## config.mk

```make
export PLATFORM = sky130hd
export DESIGN_NAME = instr_fetch_unit
export DESIGN_NICKNAME = d
export VERILOG_FILES = /design/src/rtl/fetch_pkg.sv /design/src/rtl/fetch_pc_reg.sv /design/src/rtl/instr_fetch_unit.sv
export SDC_FILE = /design/constraint.sdc
export NUM_CORES = 1
export LEC_CHECK = 0
export ABC_AREA = 1
export BUFFER_PORTS_ARGS = -buffer_cell sky130_fd_sc_hd__buf_2
export CAP_MARGIN = 20
export CORE_ASPECT_RATIO = 1.1
export CORE_UTILIZATION = 25
export DETAILED_ROUTE_END_ITERATION = 8
export GPL_TIMING_DRIVEN = 0
export MAX_ROUTING_LAYER = met4
export PLACE_DENSITY = 0.53
export SYNTH_ARGS = -nofsm -noshare
export SYNTH_HDL_FRONTEND = slang
export SYNTH_SLANG_ARGS = --single-unit
```

## constraint.sdc

```tcl
create_clock -name clk -period 3.8 [get_ports clk]
set_input_delay 0.38 -clock clk [delete_from_list [all_inputs] [get_ports clk]]
set_output_delay 0.38 -clock clk [all_outputs]
set_load 0.01 [all_outputs]
```

## src/rtl/fetch_pkg.sv

```systemverilog
// Shared types and constants for the instruction fetch stage.
// Optional feature macro: FETCH_MISALIGN_TRAP_EN (see fetch_pc_reg / instr_fetch_unit).
package fetch_pkg;

  localparam int          XLEN             = 32;
  localparam logic [31:0] DEFAULT_RESET_PC = 32'h0000_0000;
  localparam logic [31:0] NOP              = 32'h0000_0013;

  // HALT is only reachable when the misaligned-redirect trap is built in.
  typedef enum logic [2:0] {
    BOOT = 3'd0,
    REQ  = 3'd1,
    WAIT = 3'd2,
    HOLD = 3'd3,
    DROP = 3'd4,
    HALT = 3'd5
  } fetch_state_e;

  // Force an address onto a word boundary.
  function automatic logic [XLEN-1:0] align_word(input logic [XLEN-1:0] a);
    return a & ~XLEN'(3);
  endfunction

endpackage

```

## src/rtl/fetch_pc_reg.sv

```systemverilog
// Program counter register: sequential increment, redirect load with word
// alignment, and misaligned-redirect detection.
// FETCH_MISALIGN_TRAP_EN defined: a misaligned redirect raises a sticky fault
// and freezes the pc. Undefined: the low two address bits are simply dropped.
module fetch_pc_reg
  import fetch_pkg::*;
#(
  parameter logic [XLEN-1:0] RESET_PC = DEFAULT_RESET_PC
) (
  input  logic            clk,
  input  logic            rst_n,
  input  logic            inc,
  input  logic            load,
  input  logic [XLEN-1:0] load_pc,
  output logic [XLEN-1:0] pc,
  output logic            trap,
  output logic            fault
);

`ifdef FETCH_MISALIGN_TRAP_EN
  logic fault_q;

  // A redirect traps only while no fault is latched; afterwards redirects are ignored.
  assign trap  = load && (load_pc[1:0] != 2'b00) && !fault_q;
  assign fault = fault_q;

  // Sticky fault flag, cleared only by reset.
  always_ff @(posedge clk) begin
    if (!rst_n)    fault_q <= 1'b0;
    else if (trap) fault_q <= 1'b1;
  end

  // Redirect beats increment; a trapping or post-fault redirect leaves pc untouched.
  always_ff @(posedge clk) begin
    if (!rst_n)                          pc <= RESET_PC;
    else if (load && !trap && !fault_q)  pc <= align_word(load_pc);
    else if (inc && !fault_q)            pc <= pc + XLEN'(4);
  end
`else
  assign trap  = 1'b0;
  assign fault = 1'b0;

  // Redirect beats increment; increment wraps naturally at 2^32.
  always_ff @(posedge clk) begin
    if (!rst_n)    pc <= RESET_PC;
    else if (load) pc <= align_word(load_pc);
    else if (inc)  pc <= pc + XLEN'(4);
  end
`endif

endmodule

```

## src/rtl/instr_fetch_unit.sv

```systemverilog
// Instruction fetch stage: one outstanding word read to instruction memory,
// instruction handed to the decoder over valid/ready, redirects squash stale
// fetches. Optional macro FETCH_MISALIGN_TRAP_EN enables the misaligned
// redirect trap (fetch_fault, fetch halts).
//
// Handshakes: a transfer happens on a rising edge where valid && ready are both
// high; valid is driven from state only and never depends on ready in the same
// cycle, and once raised it stays high with stable payload until the transfer
// (a redirect is the only thing that withdraws a request or held instruction).
module instr_fetch_unit
  import fetch_pkg::*;
#(
  parameter logic [XLEN-1:0] RESET_PC = DEFAULT_RESET_PC
) (
  input  logic            clk,
  input  logic            rst_n,
  output logic            imem_req_valid,
  input  logic            imem_req_ready,
  output logic [XLEN-1:0] imem_req_addr,
  input  logic            imem_rsp_valid,
  input  logic [31:0]     imem_rsp_data,
  output logic            instr_valid,
  input  logic            instr_ready,
  output logic [31:0]     instr,
  output logic [XLEN-1:0] instr_pc,
  output logic [6:0]      opcode,
  input  logic            redirect_valid,
  input  logic [XLEN-1:0] redirect_pc,
  output logic            fetch_fault,
  output fetch_state_e    dbg_state
);

  fetch_state_e    state, state_d;
  logic [XLEN-1:0] pc;
  logic [XLEN-1:0] fetch_pc;
  logic [31:0]     instr_q;
  logic [XLEN-1:0] instr_pc_q;
  logic            pc_inc;
  logic            trap;
  logic            fault;
  logic            req_accept;
  logic            rsp_take;

  assign req_accept = (state == REQ) && imem_req_ready;
  // A redirect in the same cycle as acceptance sends the fetch to DROP instead.
  assign pc_inc     = req_accept && !redirect_valid;
  assign rsp_take   = (state == WAIT) && imem_rsp_valid && !redirect_valid;

  fetch_pc_reg #(
    .RESET_PC (RESET_PC)
  ) u_pc (
    .clk     (clk),
    .rst_n   (rst_n),
    .inc     (pc_inc),
    .load    (redirect_valid),
    .load_pc (redirect_pc),
    .pc      (pc),
    .trap    (trap),
    .fault   (fault)
  );

  // State register.
  always_ff @(posedge clk) begin
    if (!rst_n) state <= BOOT;
    else        state <= state_d;
  end

  // Next-state logic; redirect outranks every other event.
  always_comb begin
    state_d = state;
    case (state)
      BOOT: state_d = REQ;
      REQ: begin
        if (redirect_valid)      state_d = imem_req_ready ? DROP : REQ;
        else if (imem_req_ready) state_d = WAIT;
      end
      WAIT: begin
        if (redirect_valid)      state_d = imem_rsp_valid ? REQ : DROP;
        else if (imem_rsp_valid) state_d = HOLD;
      end
      HOLD: begin
        if (redirect_valid || instr_ready) state_d = REQ;
      end
      // A redirect here only moves pc; the stale response must still drain.
      DROP: begin
        if (imem_rsp_valid) state_d = REQ;
      end
      HALT:    state_d = HALT;
      default: state_d = BOOT;
    endcase
    if (trap) state_d = HALT;
  end

  // Capture the accepted address and the returned instruction.
  always_ff @(posedge clk) begin
    if (!rst_n) begin
      fetch_pc   <= '0;
      instr_q    <= '0;
      instr_pc_q <= '0;
    end else begin
      if (pc_inc) fetch_pc <= pc;
      if (rsp_take) begin
        instr_q    <= imem_rsp_data;
        instr_pc_q <= fetch_pc;
      end
    end
  end

  assign imem_req_valid = (state == REQ);
  assign imem_req_addr  = pc;
  assign instr_valid    = (state == HOLD);
  assign instr          = instr_q;
  assign instr_pc       = instr_pc_q;
  assign opcode         = instr_q[6:0];
  assign fetch_fault    = fault;
  assign dbg_state      = state;

endmodule

```

Word-level counts from Yosys, hierarchy flattened
Index checks and enable logic that the tools add are counted.
Word-level totals
  bits in registers: 131
  logic and storage cells: 38
Cells by class
  add/subtract/negate cells: 1
  equality and inequality tests: 9
  multiplexer cells: 11
  bitwise operators: 1
  reduce and logical (&&, ||, !) cells: 10
Operators by type and width (number)
  two-way mux 32 bit: 2
  adder 32 x 3 -> 32 bit, second input constant: 1
  two-way mux 3 bit: 8
  case mux 3 bit (6 select lines): 1
  == test 3 x 2 -> 1 bit, second input constant: 2
  == test 3 bit, second input constant: 2
  logical AND 1 bit: 4
  AND reduction 4 bit: 1
  == test 3 x 1 -> 1 bit, second input constant: 1
  logical NOT 3 bit: 1
  != test 3 x 1 -> 1 bit, second input constant: 1
  != test 3 bit, second input constant: 1
  != test 2 x 1 -> 1 bit, second input constant: 1
  != test 2 bit, second input constant: 1
  nonzero test 2 bit: 1
  OR reduction 2 bit: 1
  logical NOT 1 bit: 1
  logical OR 1 bit: 1
  inverter 1 bit: 1

Longest topological paths before layout
Gate-level depths: netlist of run 1.
  depth in word-level cells: 5
  mapped depth: 12
  depth with buffers taken out: 12

Cells and area by module
From an unflattened synthesis of run 1, not the netlist that was laid out.
Second synthesis, totals
  cell total of the unflattened synthesis: 805
  area total of the unflattened synthesis: 6048.3 um^2
Modules (own cells, without submodules)
  instr_fetch_unit: times used 1, cells an instance 478, area an instance 3936.3 um^2, sequential area each 1981.9 um^2
  fetch_pc_reg: times used 1, cells an instance 327, area an instance 2112.0 um^2, sequential area each 600.6 um^2

Worst setup path after synthesis of run 1
Ideal clock, no wire load.
  kind: reg-to-reg
  from: register u_pc.pc[3]
  to: register u_pc.pc[30]
  setup time: 109 ps
  data arrival time: 1453 ps
  required time: 3691 ps
  path slack: 2238 ps
  cell stages (with the launch flop): 13
  period minus slack after synthesis: 1562 ps
  cells stage by stage: dfxtp_1 > ha_1 > nand2_1 > nor2_2 > nand2_2 > nor2_4 > nand2_2 > inv_1 > nand2_1 > nand2_1 > nand3b_1 > nand2_1 > inv_1
On the way
  word-level cells in the longest chain between the ends: 3
RTL lines
  from (decl): RTL line fetch_pc_reg.sv:15  | output logic [XLEN-1:0] pc,
  from (signal assigned): RTL line fetch_pc_reg.sv:46  | else if (load) pc <= align_word(load_pc);
  from (signal assigned): RTL line fetch_pc_reg.sv:47  | else if (inc) pc <= pc + XLEN'(4);
  adder 32 x 3 -> 32 bit: RTL line fetch_pc_reg.sv:47
  two-way mux 32 bit: RTL line fetch_pc_reg.sv:47
  two-way mux 32 bit: RTL line fetch_pc_reg.sv:46
Every way passes these cells. The select of a mux whose other input is x is not followed.
A chain may end at the register's enable or synchronous reset.

Final worst setup path of run 1
  from: register state[1], in the netlist dbg_state[1]
  to: register instr_q[30], in the netlist instr[30]
On the way
  word-level cells in the longest chain between the ends: 3
RTL lines
  from (decl): RTL line instr_fetch_unit.sv:33  | fetch_state_e state, state_d;
  from (signal assigned): RTL line instr_fetch_unit.sv:65  | else state <= state_d;
  == test 3 x 2 -> 1 bit: RTL line instr_fetch_unit.sv:47  | assign rsp_take = (state == WAIT) && imem_rsp_valid && !redirect_valid;
  logical AND 1 bit (2 in a row): RTL line instr_fetch_unit.sv:47
  to (signal assigned): RTL line instr_fetch_unit.sv:103  | instr_q <= imem_rsp_data;
  to (decl): RTL line instr_fetch_unit.sv:36  | logic [31:0] instr_q;
Every way passes these cells.

==> reports/qor.yml, run 1 <==
yosys:
  synth_warnings: 0
  ys_seq_area_share_pct: 44.3
  synth_edf_count: 0
  ys_types: 38
  ys.flop_type: "dfxtp_1"
  postSynthAreaPerCell_um2: 7.10
  ys_async_sr_fraction_pct: 0
  synth-seq-cells: 125
  yosysTopAreaCellShare_pct: 44.3
  yosysTopAreaCell: "dfxtp_1"
  netlist_area_mm2: 0.00565
  yosys-top-cells-area: "dfxtp_1 44%, nand2_1 15%, a21oi_1 8.7%"
  postSynthCellCount: 795
finish:
  final_cell_mix: "222 x nand2_1, 191 x buf_2, 125 x dfxtp_1"
  final_cells: 1296
  nets: 1058
  utilization_pct: 33.8
  final_common_cell: "nand2_1"
  final-seq-area_mm2: 0.00250
  fillCellCount: 2485
  multi_input_area_mm2: 0.00268
  final_layout_size_suffix_gt1_share_pct: 25.7
  largest_reg_flops: 32
  area_growth_pct: 32.4
  stdcell_area_mm2: 0.00748
worst_setup_path:
  slowest_stage: "dfxtp_1"
  crit_type: "flip-flop to flip-flop"
  worstPathRequired_ps: 4080
  crit_arrival_ps: 2230
  crit_chain: "nand3_2, nor2_4, nand2_1, buf_2, nand2_1, a21oi_1"
  cp_max_fo: 10
  crit_top_cell: "nand2_1"
  critical-path-max-stage-delay_ps: 490
  endpoint_kind: "flip-flop"
  start_kind: "flip-flop"
cts:
  clock-root-buffer: "clkbuf_16"
  cts_tree: "yes"
  cts_hold_buf: 0
  post_cts_resized: 0
  cts_buffer_depth: 2
  cts_buffers: 17
  clock_sinks: 125
  cts_setup_buffers: 0
  clk-insertion-delay-late_ps: 430
  h-tree-depth: 4
  clkTransAtPathRegs_ps: 70
detailed_routing:
  wire_per_inst_um: 14.8
  first_pass_iters: 5
  via_count: 5771
  postRouteAntennaNets: 0
  wirelength_um: 19200
  viasPerCell: 4.45
  drc: 0
  drt_iter0_drc: 379
sta:
  rsz0062_at_grt: "false"
  finalSetupViolCount: 0
  whs_ps: 225
  setup_tns_ps: 0
  period_needed_ps: 1950
  final_max_slew_viol_count: 0
  clock-skew-final_ps: 17.6
  fin_crit_sh_pct: 51.3
  setup_slack_ps: 1850
  slew_headroom_pct: 47.3
  hold_viol: 0
  fmax_mhz: 513
  tightest_slew_ps: 790
placed_design:
  place_ws_ps: 1550
  dp_hpwl_um: 14700
  place_congestion: 0.898
  port_buffers: 169
  placedInstanceArea_mm2: 0.00688
  placedCellCount: 1263
die:
  die_h_um: 160
  fp.dieArea_mm2: 0.0232
  initial_core_util_pct: 25.5
  io_pins: 179
  die_w_um: 145
  core_area_mm2: 0.0221
  rows: 57
grt:
  grt_pass1_wl_um: 30000
  grt.total_usage_pct: 17.3
  grt_max_degree: 17
  grt_overflow: 0
  antenna_found_initial: 1
  grt_pass1_vias: 5341
pwr:
  power.density_mw_per_mm2: 474
  peakVddDrop_mv: 0.214
  p_leak_nw: 3.28
  power_mw: 3.55
status:
  outcome: "finished, final reports clean"
flow_run:
  cap_violations: 0
hold_path:
  worstHoldPathType: "primary input to flip-flop"
==> final cells by class <==
cell class / count / share of cell area (%)
Multi-Input combinational cell: 572 / 35.9
Sequential cell: 125 / 33.5
Timing Repair Buffer: 169 / 11.3
Clock buffer: 18 / 5.74
Tap cell: 295 / 4.93
Buffer: 58 / 4.18
Clock inverter: 14 / 2.28
Inverter: 44 / 2.21
Antenna cell: 1 / 0.0335
==> path summary, 6_finish.rpt <==
path,from,endpoint,slack (ps),cells past startpoint
hold / removal,imem_rsp_data[28],instr[28]$_SDFFE_PN0P_,230,3
hold reg to reg,instr[27]$_SDFFE_PN0P_,instr[27]$_SDFFE_PN0P_,460,2
setup reg to reg,dbg_state[1]$_SDFFE_PN0P_,instr[30]$_SDFFE_PN0P_,1850,6
setup / recovery,dbg_state[1]$_SDFFE_PN0P_,instr[30]$_SDFFE_PN0P_,1850,6
==> critical path: cells and delay by family, from the launching register on <==
kind	cells	cell delay [ps]
AOI/OAI and AO/OA	1	60
buffers and inverters	1	310
DFF	1	490
and+or+nand+nor	4	930
==> power by group <==
part	switching (mW)	internal (mW)	leakage [nW]	total, mW
Combinational	0.286	0.164	1.97	0.450
Sequential	0.0669	1.37	1.01	1.44
Clock	0.628	1.03	0.294	1.66
==> cells by family after synthesis <==
| logic type | share of synthesized area [%] |
|---|---|
| simple gates | 31.3 |
| flops | 44.3 |
| xor+xnor | 1.71 |
| buf+inv | 8.46 |
| compound gates | 13.9 |
| other cells | 0.0664 |
| fa+ha+maj | 0.221 |
==> cell usage after synthesis (2+ instances only) <==
library cell,instances
clkbuf_1,18
nor2_2,4
o21a_1,12
nand4_1,5
nand2_2,2
nor2_1,73
o21ai_0,19
buf_6,2
inv_2,4
inv_1,39
nand3_1,85
nand3b_1,5
xnor2_1,4
dfxtp_1,125
nor2_4,4
nand2_1,222
xor2_1,7
buf_4,14
o21ai_1,3
a31oi_1,9
buf_1,2
a21oi_1,98
buf_2,22
nor3_1,3
==> layer usage <==
metal | part of all wire (%) | routed length (um) | vias to the layer above | GRT usage [%]
met5 | 0 | 0 | - | -
met4 | 0.98 | 188 | 0 | 4.40
met3 | 6.1 | 1170 | 11 | 4.17
met2 | 46 | 8910 | 213 | 27.5
met1 | 47 | 8960 | 2571 | 22.0
li1 | - | - | 2976 | -
(Power assumes the default switching activity.)
==> run 2, diff against run 1 <==
Settings changed: PLACE_DENSITY 0.53 to 0.55.
Clock period 3.8 ns to 1.7 ns, I/O delays scaled along.
==> run 2 against run 1 <==
  * Setup slack worse by 1800 ps
  * Via count is 1.2% higher
  * Critical path type unchanged
  * Critical path depth is 3 higher
  * Sequential cell count stayed put
  * Largest power group unchanged
==> reports/qor.yml, run 2 (synthesis results as in run 1) <==
sta:
  setup_slack_ps: 82.9  # -1770 ps
  finalSetupViolCount: 0  # unchanged
  setup_tns_ps: 0  # unchanged
  period_needed_ps: 1620  # -332 ps
  fin_crit_sh_pct: 95.1  # +44 points
  final_max_slew_viol_count: 0  # unchanged
  rsz0062_at_grt: "true"
  slew_headroom_pct: 38.7  # -8.6 points
  whs_ps: 19.4  # -206 ps
  fmax_mhz: 618  # +21%
  tightest_slew_ps: 919  # +129 ps
  hold_viol: 0  # unchanged
  clock-skew-final_ps: 10.4  # -7.22 ps
finish:
  area_growth_pct: 34.8
  final_cell_mix: "220 x nand2_1, 182 x buf_2, 108 x dfxtp_1"
  nets: 1068  # +0.95%
  utilization_pct: 34.4  # +0.60 points
  final_common_cell: "nand2_1"
  largest_reg_flops: 32  # unchanged
  fillCellCount: 2460  # -1.0%
  final_layout_size_suffix_gt1_share_pct: 28.3  # +2.6 points
  antenna_cells: 0  # -1
grt:
  grt_pass1_wl_um: 30500  # +1.5%
  grt_max_degree: 17  # unchanged
  antenna_found_initial: 0  # -1
  grt_overflow: 0  # unchanged
  grt.total_usage_pct: 17.5  # +0.21 points
  grt_pass1_vias: 5608  # +5.0%
placed_design:
  dp_hpwl_um: 14800  # +0.30%
  port_buffers: 169  # unchanged
  place_congestion: 0.869  # -3.3%
  place_ws_ps: -308  # -1850 ps
worst_setup_path:
  r2r_cells: 9  # +3
  worstPathRequired_ps: 2020  # -2060 ps
  crit_type: "flip-flop to flip-flop"
  endpoint_kind: "flip-flop"
  crit_end: "u_pc.pc[27]$_SDFFE_PN0P_"
  start_kind: "flip-flop"
  crit_arrival_ps: 1930  # -300 ps
  rrSetupSlack_ps: 80  # -1770 ps
  cp_max_fo: 6  # -4
  reg2reg_to: "u_pc.pc[27]$_SDFFE_PN0P_"
  r2r-start: "u_pc.pc[18]$_SDFFE_PN0P_"
  crit_start: "u_pc.pc[18]$_SDFFE_PN0P_"
flow_run:
  cap_violations: 0  # unchanged
detailed_routing:
  wl_met3_um: 1190  # +1.9%
  highest_layer: "met4"
  first_pass_iters: 4  # -1
  via_count: 5843  # +1.2%
  wirelength_um: 19500  # +1.1%
  drc: 0  # unchanged
  wire_per_inst_um: 14.9  # +0.65%
  viasPerCell: 4.49  # +0.78%
  wl_met1_um: 8710  # -2.8%
  postRouteAntennaNets: 0  # unchanged
  met2RoutedLength_um: 9180  # +2.9%
  drt_iter0_drc: 267  # -30%
cts:
  clkTransAtPathRegs_ps: 60  # about the same
  clock-root-buffer: "clkbuf_16"
  h-tree-depth: 4  # unchanged
  clock_sinks: 125  # unchanged
  clk-insertion-delay-late_ps: 420  # about the same
  cts_tree: "yes"
  cts_buffer_depth: 2  # unchanged
  cts_buffers: 17  # unchanged
pwr:
  p_leak_nw: 3.33  # +1.6%
  peakVddDrop_mv: 0.451  # +110%
  power.density_mw_per_mm2: 1010  # +110%
die:
  core_area_mm2: 0.0221  # unchanged
  initial_core_util_pct: 25.5  # unchanged
  rows: 57  # unchanged
  fp.dieArea_mm2: 0.0232  # unchanged
  io_pins: 179  # unchanged
  die_w_um: 145  # unchanged
  die_h_um: 160  # unchanged
hold_path:
  worstHoldPathType: "primary input to flip-flop"
status:
  outcome: "finished, final reports clean"
## run 2: cell count changes in the layout (fill, tap and decap cells not counted), sizes merged
cell / previous run / this run
buf: 209 / 206
clkinvlp: 1 / 2
clkinv: 10 / 5
dlygate4sd3: 0 / 4
diode: 1 / 0
bufinv: 3 / 1
clkbuf: 36 / 49
inv: 44 / 43
## run 2: critical path: stages, from the launching register on
cell and delay (ps):
dfxtp_1 430, nand2_1 120, nor2_1 250, nand2_1 100, nor2_2 240, nand3_1 120
nand2_1 70, nand3_1 70, nand2_1 60, inv_1 40
## run 2: timing repair
item,CTS,global route
buffers inserted,5,1
gates resized for setup,5,40
hold buffers,4,0
hold endpoints to repair,4,0
pin swaps,3,5
endpoints found under the setup margin,69,81
## run 2: area by class of cell
cell class              count  area (um^2)  area share (%)
plain buffers              58          343            4.50
clock buffers              22          474            6.23
clock inverters             7         66.3           0.871
inverters                  44          169            2.22
multi-input cells         572         2730            35.9
flip-flops and latches    125         2530            33.2
well taps                 295          369            4.85
repair buffers            179          935            12.3
## run 2: report_power, final
| group | internal [mW] | switching, mW | leakage, nW |
|---|---|---|---|
| Combinational | 0.407 | 0.651 | 2.04 |
| Clock | 2.09 | 1.29 | 0.267 |
| Sequential | 3.07 | 0.153 | 1.02 |
## run 2: how the worst min path moves through the flow
stage	from	slack, ps	to	cells past startpoint
floorplan	redirect_pc[3]	330	u_pc.pc[3]$_SDFFE_PN0P_	2
global placement	instr[9]$_SDFFE_PN0P_	450	instr[9]$_SDFFE_PN0P_	2
detailed placement	imem_rsp_data[3]	450	instr[3]$_SDFFE_PN0P_	3
CTS	imem_rsp_data[4]	0.02	instr[4]$_SDFFE_PN0P_	3
global route	imem_rsp_data[4]	10	instr[4]$_SDFFE_PN0P_	3
finish	redirect_pc[9]	20	u_pc.pc[9]$_SDFFE_PN0P_	3
## run 2: layer usage
layer	track usage, %	up-vias
met5	-	-
met2	28.3	199
met3	4.00	26
met4	6.12	0
met1	21.4	2631
li1	-	2987
## run 2: metrics by stage
step	total power [mW]	area (um^2)	cells
finish	7.66	7610	1302
global route	8.02	7610	1302
CTS	7.72	7500	1301
detailed placement	4.28	6880	1263
global placement	4.27	6880	1263
floorplan	3.86	5660	799
==> run 3, diff against run 2 <==
Settings changed: CORE_ASPECT_RATIO 1.1 to unset, PLACE_DENSITY 0.55 to 0.54, SYNTH_HIERARCHICAL set to 1.
==> run 3 against run 2 <==
  * Final cell count up 3.1%
  * Synthesized cell count up 1.3%
  * Routed wire length down 4.1%
  * Sequential power about the same
  * Largest power group unchanged
  * Hold slack worse by 10 ps
  * Synthesized area up 7.1%
  * Register-to-register slack about the same
==> reports/qor.yml, run 3 <==
status:
  outcome: "finished, final reports clean"
die:
  core_area_mm2: 0.0236  # +6.8%
  io_pins: 179  # unchanged
  die_w_um: 158  # +8.4%
  die_h_um: 158  # -1.3%
  rows: 56  # -1.8%
  initial_core_util_pct: 25.6  # +0.069 points
  fp.dieArea_mm2: 0.0248  # +7.0%
finish:
  fillCellCount: 2604  # +5.9%
  area_growth_pct: 34.3
  final_cell_mix: "187 x buf_2, 140 x nand2_1, 114 x dfxtp_1"
  final_common_cell: "buf_2"
  antenna_cells: 0  # unchanged
  nets: 1081  # +1.2%
  final_layout_size_suffix_gt1_share_pct: 34.8  # +6.5 points
worst_setup_path:
  slowest_stage: "dfxtp_2"
  crit_type: "flip-flop to flip-flop"
  r2r-start: "dbg_state[1]$_SDFFE_PP0P_"
  crit_chain: "inv_2, nand2_2, nor2_4, nand3_4, inv_12, nand2_2, inv_2, buf_6, nand3_1, a21oi_1"
  rrSetupSlack_ps: 100  # about the same
  r2r_cells: 10  # +1
  start_kind: "flip-flop"
  critical-path-max-stage-delay_ps: 360  # -70 ps
  endpoint_kind: "flip-flop"
  worstPathRequired_ps: 2050  # +30 ps
  cp_max_fo: 10  # +4
  crit_arrival_ps: 1950  # +20 ps
  reg2reg_to: "u_pc/pc[29]$_SDFFE_PN0P_"
hold_path:
  hold_depth: 3  # unchanged
  worstHoldPathType: "primary input to flip-flop"
  hold_end: "u_pc/pc[11]$_SDFFE_PN0P_"
  hp-start: "redirect_pc[11]"
sta:
  final_max_slew_viol_count: 0  # unchanged
  fin_crit_sh_pct: 94.3  # -0.80 points
  hold_viol: 0  # unchanged
  whs_ps: 9.38  # -10.0 ps
  setup_tns_ps: 0  # unchanged
  period_needed_ps: 1600  # -13.7 ps
  slew_headroom_pct: 51.2  # +12 points
  clock-skew-final_ps: 9.81  # -0.561 ps
  tightest_slew_ps: 733  # -186 ps
  finalSetupViolCount: 0  # unchanged
  fmax_mhz: 624  # +0.85%
  setup_slack_ps: 96.6  # +13.7 ps
yosys:
  postSynthCellCount: 805  # +1.3%
  yosysTopAreaCellShare_pct: 42.7  # -1.6 points
  ys_async_sr_fraction_pct: 0  # unchanged
  ys_types: 33  # -13%
  yosys-top-cells-area: "dfxtp_1 43%, nand2_1 8.8%, a21oi_1 7.5%"
  synth.most_common_cell: "nand2_1"
  synth_edf_count: 0  # unchanged
  yosys-top-cells-count: "141 x nand2_1, 129 x dfxtp_1, 100 x inv_1"
  postSynthAreaPerCell_um2: 7.51  # +5.8%
  yosysTopAreaCell: "dfxtp_1"
  synth_warnings: 6  # +6
  ys.flop_type: "dfxtp_1"
  synth-seq-cells: 129  # +3.2%
  ys_seq_area_share_pct: 42.7  # -1.6 points
  netlist_area_mm2: 0.00605  # +7.1%
grt:
  grt_max_degree: 17  # unchanged
  grt_overflow: 0  # unchanged
  grt.total_usage_pct: 15.6  # -1.9 points
  antenna_found_initial: 0  # unchanged
  grt_pass1_wl_um: 28600  # -6.1%
  grt_pass1_vias: 5368  # -4.3%
flow_run:
  cap_violations: 0  # unchanged
detailed_routing:
  wire_per_inst_um: 13.9  # -6.9%
  drt_iter0_drc: 356  # +33%
  first_pass_iters: 7  # +3
  wirelength_um: 18700  # -4.1%
  postRouteAntennaNets: 0  # unchanged
  viasPerCell: 4.28  # -4.6%
  drc: 0  # unchanged
  via_count: 5747  # -1.6%
pwr:
  p_leak_nw: 3.34  # +0.38%
  peakVddDrop_mv: 0.662  # +47%
  power.density_mw_per_mm2: 978  # -2.9%
cts:
  cts_buffers: 17  # unchanged
  clkTransAtPathRegs_ps: 60  # about the same
  h-tree-depth: 4  # unchanged
  clk-insertion-delay-late_ps: 420  # about the same
  cts_buffer_depth: 2  # unchanged
  clock-root-buffer: "clkbuf_16"
  clock_sinks: 129  # +3.2%
  cts_tree: "yes"
placed_design:
  place_congestion: 0.887  # +2.1%
  place_ws_ps: -412  # -105 ps
  port_buffers: 173  # +2.4%
  dp_hpwl_um: 14000  # -5.1%
[run 3: cell count changes in the layout (fill, tap and decap cells not counted), sizes merged, moves of 5 or more]
cell    change
nor2       -26
clkbuf     -12
inv        +63
a21oi      +25
o21a       -12
nand3      -43
nand2      -44
nand3b      -5
o21ai      +52
a22oi      +19
[run 3: cell families after synthesis]
| logic type | count (synthesis) | synth area share (%) |
|---|---|---|
| AO/OA/AOI/OAI | 224 | 21.5 |
| XOR/XNOR | 5 | 0.724 |
| adder cells (fa/ha/maj) | 1 | 0.207 |
| buffers and inverters | 155 | 11.6 |
| flip-flops | 129 | 42.7 |
| other | 1 | 0.0620 |
| AND/OR/NAND/NOR | 290 | 23.1 |
[run 3: stage by stage]
step | power (mW) | util, % | instance area [um^2] | cells
global route | 8.27 | 34.4 | 8120 | 1342
global placement | 3.91 | 31.1 | 7330 | 1300
floorplan | 3.62 | - | 6070 | 808
CTS | 8.04 | 34.2 | 8080 | 1340
finish | 7.94 | 34.4 | 8120 | 1342
detailed placement | 3.91 | 31.1 | 7330 | 1300
[run 3: power breakdown]
| part | internal [mW] | leakage (nW) | total (mW) | switching [mW] |
|---|---|---|---|---|
| clock network | 2.68 | 0.319 | 4.07 | 1.39 |
| registers | 3.10 | 1.05 | 3.23 | 0.127 |
| logic | 0.267 | 1.97 | 0.637 | 0.371 |
| total | 6.05 | 3.34 | 7.94 | 1.89 |
[run 3: worst max path at each step]
stage | startpoint | to | depth (start not counted) | slack (ps)
6_report | dbg_state[1]$_SDFFE_PP0P_ | u_pc/pc[29]$_SDFFE_PN0P_ | 10 | 100
5_1_grt | dbg_state[1]$_SDFFE_PP0P_ | u_pc/pc[13]$_SDFFE_PN0P_ | 10 | -0.9
4_1_cts | dbg_state[1]$_SDFFE_PP0P_ | u_pc/pc[29]$_SDFFE_PN0P_ | 10 | 40
3_5_place_dp | dbg_state[1]$_SDFFE_PP0P_ | u_pc/pc[29]$_SDFFE_PN0P_ | 11 | -410
3_3_place_gp | dbg_state[1]$_SDFFE_PP0P_ | u_pc/pc[29]$_SDFFE_PN0P_ | 11 | -420
2_1_floorplan | dbg_state[1]$_SDFFE_PP0P_ | u_pc/pc[30]$_SDFFE_PN0P_ | 11 | -2
[run 3: final cells by class]
cell class                 instances  area [um^2]  area share, %
inverter                         105          407           5.01
timing repair buffer             184          961           11.8
clock inverter                    13          208           2.56
multi-input combinational        524         2780           34.2
sequential                       129         2600           32.1
tap                              319          399           4.91
clock buffer                      19          453           5.58
buffer                            48          303           3.73
timing repair inverter             1         8.76          0.108
[run 3: repair_timing]
item | 4_1_cts | 5_1_grt
hold buffers | 5 | 0
pin swaps | 2 | 1
buffers inserted | 3 | 3
setup endpoints to repair | 26 | 42
resized for setup | 7 | 19
gates cloned | 1 | 0
endpoints found under the hold margin | 5 | 0
[run 3: critical path, delay by kind of cell (launching register included)]
| kind | cells | cell delay (ps) |
|---|---|---|
| AO/OA/AOI/OAI | 1 | 140 |
| buffers and inverters | 4 | 470 |
| flip-flops | 1 | 360 |
| AND/OR/NAND/NOR | 5 | 560 |
[run 3: metal layers]
| metal | track usage, % | wire length, um | up-vias |
|---|---|---|---|
| met3 | 3.50 | 1070 | 25 |
| met1 | 19.7 | 8780 | 2522 |
| li1 | - | - | 3008 |
| met5 | - | 0 | - |
| met2 | 24.4 | 8540 | 192 |
| met4 | 5.18 | 263 | 0 |
